**src/rtl/elevator_pkg.sv**
```systemverilog
// Shared types and constants for the single-car LOOK elevator dispatcher.
package elevator_pkg;

  typedef enum logic [1:0] {
    SIM_STOP  = 2'b00,
    SIM_RUN   = 2'b01,
    SIM_PAUSE = 2'b10,
    SIM_FLUSH = 2'b11
  } sim_state_t;

  typedef enum logic [1:0] {
    IDLE      = 2'b00,
    MOVING    = 2'b01,
    CHECK     = 2'b10,
    DOOR_OPEN = 2'b11
  } dispatch_state_t;

  localparam logic DIR_UP = 1'b1;
  localparam logic DIR_DN = 1'b0;

endpackage

```
**src/rtl/dispatch_target_select.sv**
```systemverilog
// Combinational stop finder: are there pending stops above, below or at the car floor.
module dispatch_target_select #(
  parameter int unsigned FLOORS = 12,
  parameter int unsigned FW     = $clog2(FLOORS)
) (
  input  logic [FLOORS-1:0] pending,
  input  logic [FW-1:0]     cur_floor,
  output logic              any_above,
  output logic              any_below,
  output logic              hit_here
);

  logic [FLOORS-1:0] w_at_mask;
  logic [FLOORS-1:0] w_below_mask;
  logic [FLOORS-1:0] w_above_mask;

  // Masks split the floor vector into below / at / above the car
  always_comb begin
    w_at_mask    = FLOORS'(1) << cur_floor;
    w_below_mask = w_at_mask - FLOORS'(1);
    w_above_mask = ~(w_below_mask | w_at_mask);
    any_above    = |(pending & w_above_mask);
    any_below    = |(pending & w_below_mask);
    hit_here     = |(pending & w_at_mask);
  end

endmodule

```
**src/rtl/elevator_dispatch.sv**
```systemverilog
// Single-car LOOK scheduler: latches calls, moves the car, runs the doors, reports served floors.
// Optional statistics outputs (stops_served, floors_travelled) built when DISPATCH_STATS_EN is defined.
module elevator_dispatch
  import elevator_pkg::*;
#(
  parameter int unsigned FLOORS      = 12,
  parameter int unsigned FW          = $clog2(FLOORS),
  parameter int unsigned FLOOR_TICKS = 4,
  parameter int unsigned DOOR_TICKS  = 3,
  parameter int unsigned STAT_W      = 16
) (
  input  logic              clk,
  input  logic              rst,
  input  sim_state_t        sim_state,
  input  logic              tick,
  input  logic [FLOORS-1:0] floors_requested,
  input  logic [FLOORS-1:0] floor_destinations,
  output logic [FLOORS-1:0] pending,
  output logic [FW-1:0]     cur_floor,
  output logic              direction,
  output logic              moving,
  output logic              door_open,
  output logic [FLOORS-1:0] served
`ifdef DISPATCH_STATS_EN
  ,
  output logic [STAT_W-1:0] stops_served,
  output logic [STAT_W-1:0] floors_travelled
`endif
);

  localparam int unsigned TW = $clog2(FLOOR_TICKS + 1);
  localparam int unsigned DW = $clog2(DOOR_TICKS + 1);

  if (FLOOR_TICKS < 1 || DOOR_TICKS < 1 || STAT_W < 1) begin : g_param_check
    $error("elevator_dispatch: FLOOR_TICKS, DOOR_TICKS and STAT_W must be >= 1");
  end

  dispatch_state_t   r_state, w_state_nxt;
  logic [TW-1:0]     r_travel_cnt, w_travel_nxt;
  logic [DW-1:0]     r_door_cnt, w_door_nxt;
  logic [FW-1:0]     r_floor, w_floor_nxt;
  logic              r_dir, w_dir_nxt;
  logic [FLOORS-1:0] r_pending, w_pending_nxt;
  logic [FLOORS-1:0] r_served;
  logic              r_moving, r_door_open;
  logic [FLOORS-1:0] w_clear;
  logic [FLOORS-1:0] w_req;
  logic [FLOORS-1:0] w_at_mask;
  logic              w_any_above, w_any_below, w_hit_here;
  logic              w_ahead, w_behind;
  dispatch_state_t   w_leave_state;
  logic              w_leave_dir;

  dispatch_target_select #(
    .FLOORS (FLOORS),
    .FW     (FW)
  ) u_target_select (
    .pending   (r_pending),
    .cur_floor (r_floor),
    .any_above (w_any_above),
    .any_below (w_any_below),
    .hit_here  (w_hit_here)
  );

  assign w_req     = floors_requested | floor_destinations;
  assign w_at_mask = FLOORS'(1) << r_floor;
  assign w_ahead   = (r_dir == DIR_UP) ? w_any_above : w_any_below;
  assign w_behind  = (r_dir == DIR_UP) ? w_any_below : w_any_above;

  // Where to go once nothing remains at this floor: keep going, reverse, or park
  assign w_leave_state = (w_ahead || w_behind) ? MOVING : IDLE;
  assign w_leave_dir   = (!w_ahead && w_behind) ? ~r_dir : r_dir;

  // Next-state, counters, floor/direction and stop clearing
  always_comb begin
    w_state_nxt  = r_state;
    w_travel_nxt = r_travel_cnt;
    w_door_nxt   = r_door_cnt;
    w_floor_nxt  = r_floor;
    w_dir_nxt    = r_dir;
    w_clear      = '0;

    if (sim_state == SIM_FLUSH) begin
      w_state_nxt  = IDLE;
      w_travel_nxt = '0;
      w_door_nxt   = '0;
    end else if (sim_state == SIM_RUN) begin
      unique case (r_state)
        IDLE: begin
          if (|r_pending) begin
            if (w_hit_here) begin
              w_state_nxt = DOOR_OPEN;
              w_clear     = w_at_mask;
            end else begin
              w_state_nxt = w_leave_state;
              w_dir_nxt   = w_leave_dir;
            end
          end
        end
        MOVING: begin
          if (tick) begin
            if (r_travel_cnt == TW'(FLOOR_TICKS - 1)) begin
              w_travel_nxt = '0;
              w_state_nxt  = CHECK;
              if (r_dir == DIR_UP) begin
                if (r_floor != FW'(FLOORS - 1)) w_floor_nxt = r_floor + FW'(1);
              end else begin
                if (r_floor != '0) w_floor_nxt = r_floor - FW'(1);
              end
            end else begin
              w_travel_nxt = r_travel_cnt + TW'(1);
            end
          end
        end
        CHECK: begin
          if (w_hit_here) begin
            w_state_nxt = DOOR_OPEN;
            w_clear     = w_at_mask;
          end else begin
            w_state_nxt = w_leave_state;
            w_dir_nxt   = w_leave_dir;
          end
        end
        DOOR_OPEN: begin
          // Any call for this floor while the door is open restarts the dwell
          if (w_hit_here || |(w_req & w_at_mask)) begin
            w_clear    = w_at_mask;
            w_door_nxt = '0;
          end else if (tick) begin
            if (r_door_cnt == DW'(DOOR_TICKS - 1)) begin
              w_door_nxt  = '0;
              w_state_nxt = w_leave_state;
              w_dir_nxt   = w_leave_dir;
            end else begin
              w_door_nxt = r_door_cnt + DW'(1);
            end
          end
        end
        default: w_state_nxt = IDLE;
      endcase
    end

    // The car can only head away from the end floors
    if (w_floor_nxt == '0) begin
      w_dir_nxt = DIR_UP;
    end else if (w_floor_nxt == FW'(FLOORS - 1)) begin
      w_dir_nxt = DIR_DN;
    end

    unique case (sim_state)
      SIM_FLUSH:          w_pending_nxt = '0;
      SIM_RUN, SIM_PAUSE: w_pending_nxt = (r_pending | w_req) & ~w_clear;
      default:            w_pending_nxt = r_pending;
    endcase
  end

  // State and datapath registers
  always_ff @(posedge clk) begin
    if (rst) begin
      r_state      <= IDLE;
      r_travel_cnt <= '0;
      r_door_cnt   <= '0;
      r_floor      <= '0;
      r_dir        <= DIR_UP;
      r_pending    <= '0;
      r_served     <= '0;
      r_moving     <= 1'b0;
      r_door_open  <= 1'b0;
    end else begin
      r_state      <= w_state_nxt;
      r_travel_cnt <= w_travel_nxt;
      r_door_cnt   <= w_door_nxt;
      r_floor      <= w_floor_nxt;
      r_dir        <= w_dir_nxt;
      r_pending    <= w_pending_nxt;
      r_served     <= w_clear;
      r_moving     <= (w_state_nxt == MOVING);
      r_door_open  <= (w_state_nxt == DOOR_OPEN);
    end
  end

  assign pending   = r_pending;
  assign cur_floor = r_floor;
  assign direction = r_dir;
  assign moving    = r_moving;
  assign door_open = r_door_open;
  assign served    = r_served;

`ifdef DISPATCH_STATS_EN
  logic [STAT_W-1:0] r_stops_served;
  logic [STAT_W-1:0] r_floors_travelled;

  // Saturating statistics, cleared by reset and by a flush
  always_ff @(posedge clk) begin
    if (rst || sim_state == SIM_FLUSH) begin
      r_stops_served     <= '0;
      r_floors_travelled <= '0;
    end else begin
      if (|w_clear && r_stops_served != '1) begin
        r_stops_served <= r_stops_served + STAT_W'(1);
      end
      if (w_floor_nxt != r_floor && r_floors_travelled != '1) begin
        r_floors_travelled <= r_floors_travelled + STAT_W'(1);
      end
    end
  end

  assign stops_served     = r_stops_served;
  assign floors_travelled = r_floors_travelled;
`else
  // Statistics counters are not built in this configuration
`endif

endmodule
```
**config.mk**
```make
export PLATFORM = sky130hd
export DESIGN_NAME = elevator_dispatch
export DESIGN_NICKNAME = d
export VERILOG_FILES = /design/src/rtl/elevator_pkg.sv /design/src/rtl/dispatch_target_select.sv /design/src/rtl/elevator_dispatch.sv
export SDC_FILE = /design/constraint.sdc
export NUM_CORES = 1
export LEC_CHECK = 0
export BUFFER_PORTS_ARGS = -buffer_cell sky130_fd_sc_hd__buf_4
export CORE_MARGIN = 8
export CORE_UTILIZATION = 35
export CTS_CLUSTER_DIAMETER = 100
export DETAILED_ROUTE_END_ITERATION = 12
export PLACE_DENSITY = 0.64
export SLEW_MARGIN = 20
export SYNTH_ARGS = -nofsm -noshare
export SYNTH_HDL_FRONTEND = slang
export SYNTH_SLANG_ARGS = --single-unit
```
**constraint.sdc**
```tcl
create_clock -name clk -period 9.1 [get_ports clk]
set_input_delay 0.455 -clock clk [delete_from_list [all_inputs] [get_ports clk]]
set_output_delay 0.455 -clock clk [all_outputs]
set_load 0.05 [all_outputs]
```
==> impl_metrics.yaml <==
run_status:
  status: "complete, no violations"
power_and_ir_drop:
  pwr-share-seq: 0.445
  pwr-share-comb: 0.219
  netSwitchingPower_uw: 130.8
  internal_power_uw: 290.3
  powerDensity_nw_per_um2: 141.7
  ir_worst_vdd_mv: 0.05041
  netSwitchingFraction: 0.3106
  p_clk_frac: 0.336
  p_leak_nw: 1.251
sta:
  hold_viol: 0
  rsz0062_at_grt: "no"
  tns_ns: 0
  fmax_ghz: 0.2356
  finalCriticalPeriod_ns: 4.244
  fin_ws_ns: 4.856
  setup_viol: 0
  finalClockSkew_ns: 0.007114
  tightestPinTransition_ns: 0.9509
  slew_headroom: 0.3652
  slew_violations: 0
  fin_crit_sh: 0.4664
critical_path:
  critPathTopFamily: "compound AO/OA/AOI/OAI gates"
  slowest_delay_ns: 0.95
  critical_path_class: "flop to flop"
  r2r-end: "moving"
  slowest_stage: "dfxtp_1"
  arrival_ns: 4.44
  start_kind: "flop"
  reg2reg_slack_ns: 4.86
  required_ns: 9.29
  cp_num_buf_inv: 1
  crit_path_max_fanout: 30
  crit_path_cell_trace: "inv_1 > and3_1 > or3_1 > or2_2 > ha_1 > a22o_1 > a2111oi_0 > o211ai_1 > o31a_1 > o21ai_0 > a21oi_1 > and2_1"
  r2r-start: "cur_floor[3]"
  cp-end-kind: "flop"
  rr_worst_depth: 12
min_path:
  hold_path_class: "input pin to flop"
  min_path_cells: 2
  hold_end: "r_state[1]"
  min_from: "rst"
final_layout:
  utilization: 0.4448
  synthToLayoutAreaGrowth_pct: 24.61
  drive_gt1_frac: 0.2096
  nets: 401
  final_area_um2: 2972
  stdcell_count: 433
  antennaDiodeCount: 0
synthesis:
  syn_avg_cell_area_um2: 7.923
  synth_cell_types: 60
  synthArstFlopShare: 0
  synth_nets: 350
  syn_inst: 301
  yosysWarnings: 0
  synth_edf_count: 0
  ys_seq_elements: 38
  yosysSeqAreaShare: 0.3190
  synth_top_flop_cell: "dfxtp_1"
  syn_area_um2: 2385
place:
  place_area_um2: 2863
  place_hpwl_um: 5841
  gp_congestion: 0.9488
  numPortBuffers: 59
  dpl.cell_count: 425
  dp_slack_ns: 4.907
clock_network:
  holdBufCountCts: 0
  cts_max_level: 2
  cts_tree: "done"
  clock_sinks: 38
  postCtsSetupRepairBufs: 0
  ctsResizeCount: 0
  cts_root_buf: "clkbuf_8"
  insertion_delay_ns: 0.30
  cts.clk_slew.worst_paths_ns: 0.07
  cts_buffer_depth: 2
  numCtsBuffers: 5
drt:
  drc: 0
  via_count: 2445
  drtIter0Drc: 243
  ant_nets: 0
  detail_route.wl_per_cell_um: 17.50
  via_per_inst: 5.647
  drt-pass1-iter-count: 4
  routed_wl_um: 7577
floorplan:
  initial_core_util: 0.3569
  io-pin-count: 60
  core_area_um2: 6681
  num_rows: 30
  die_w_um: 98.55
  die_y_um: 98.55
  die-area_um2: 9711
grt:
  grt_util_all_layers: 0.1584
  grt_max_degree: 31
  grt_first_pass_wirelength_um: 12600
  grt_overflow: 0
  grt_pass1_vias: 2474
  antenna_found_initial: 0
job:
  cap_violations: 0
[worst reg2reg max path, delay by kind of cell, from the launching register on]
kind                     cells  cell delay [ns]
AND/OR/NAND/NOR              4             1.17
adder cells (fa/ha/maj)      1             0.27
buffers and inverters        1             0.31
AO/OA/AOI/OAI                6             1.42
flip-flops                   1             0.95
[layout make-up]
cell class / instances / area [um^2]
Fill cell: 696 / 3710
Inverter: 18 / 67.56
Multi-Input combinational cell: 229 / 1484
Clock buffer: 5 / 68.82
Sequential cell: 38 / 760.7
Tap cell: 80 / 100.1
Timing Repair Buffer: 60 / 450.4
Clock inverter: 3 / 40.04
[metrics by stage]
stage / power, mW / hold WS (ns)
after floorplan: 0.2492 / 0.4202
after detailed placement: 0.2824 / 0.4369
after global routing: 0.4424 / 0.4419
after CTS: 0.4243 / 0.4316
final: 0.4211 / 0.4379
after global placement: 0.2826 / 0.4317
[cells by family (layout without fill, tap and decap cells)]
logic type               Yosys count  in the layout  synth area share
AO/OA/AOI/OAI                     85             85            0.2440
XOR/XNOR                           1              1          0.003673
adder cells (fa/ha/maj)           20             20            0.1049
buffers and inverters             34             86           0.05876
flip-flops                        38             38            0.3190
multiplexers                       2              2          0.008395
AND/OR/NAND/NOR                  121            121            0.2613
[how the worst max path moves through the flow]
| stage | cells past startpoint | to | slack [ns] | from |
|---|---|---|---|---|
| after floorplan | 16 | moving | 4.92 | cur_floor[2] |
| after global placement | 12 | moving | 4.98 | cur_floor[3] |
| after detailed placement | 12 | moving | 4.91 | cur_floor[3] |
| after CTS | 12 | moving | 4.90 | cur_floor[3] |
| after global routing | 12 | moving | 4.50 | cur_floor[3] |
| final | 12 | moving | 4.86 | cur_floor[3] |
[state kept, by name, indices dropped and copies added (netlist names)]
register      flops
cur_floor         4
direction         1
door_open         1
moving            1
pending          12
r_door_cnt        2
r_state           2
r_travel_cnt      3
served           12
[cell usage in the layout, fill, tap and decap left out, types with 2 or more instances in the layout]
cell type / count
mux2i_1: 2
a311o_1: 3
dfxtp_1: 38
nor2b_1: 5
clkinv_2: 2
nor4_1: 6
a31oi_1: 8
nand3_1: 7
a21o_1: 2
clkbuf_8: 5
ha_1: 20
nor2_1: 50
or3_1: 2
a22o_1: 2
nor3_1: 10
nand2_1: 9
or3b_2: 2
and2_1: 3
o21ai_0: 17
or4_1: 4
inv_1: 18
a22oi_1: 10
o22ai_1: 5
nand2b_1: 5
buf_4: 60
nand4_1: 2
o211ai_1: 3
nand3b_1: 4
and3_1: 4
a21oi_1: 15
[metal layers]
metal	global-route usage	part of all wire	vias up
met4	0.06257	0.020	0
met5	0	0	-
met3	0.03735	0.077	12
li1	-	-	1206
met1	0.1982	0.46	1143
met2	0.2554	0.45	84
[power by group through the flow]
stage	combinational [mW]	clock (mW)	sequential, mW
after CTS	0.0925	0.145	0.187
after global routing	0.101	0.153	0.188
after global placement	0.0917	0	0.191
after detailed placement	0.0920	0	0.190
after floorplan	0.0470	0	0.202
final	0.0924	0.142	0.187
[synth_stat cells, types with 5 or more instances]
| master | number | area [um^2] |
|---|---|---|
| o22ai_1 | 5 | 31.28 |
| a21oi_1 | 15 | 75.07 |
| a31oi_1 | 8 | 50.05 |
| o21ai_0 | 17 | 85.08 |
| nand3_1 | 7 | 35.03 |
| a22oi_1 | 10 | 75.07 |
| nand2b_1 | 5 | 31.28 |
| nor4_1 | 6 | 37.54 |
| nand2_1 | 9 | 33.78 |
| nor2_1 | 50 | 187.7 |
| ha_1 | 20 | 250.2 |
| dfxtp_1 | 38 | 760.7 |
| clkbuf_1 | 10 | 37.54 |
| nor2b_1 | 5 | 31.28 |
| nor3_1 | 10 | 50.05 |
| inv_1 | 18 | 67.56 |
(Power assumes the default switching activity.)
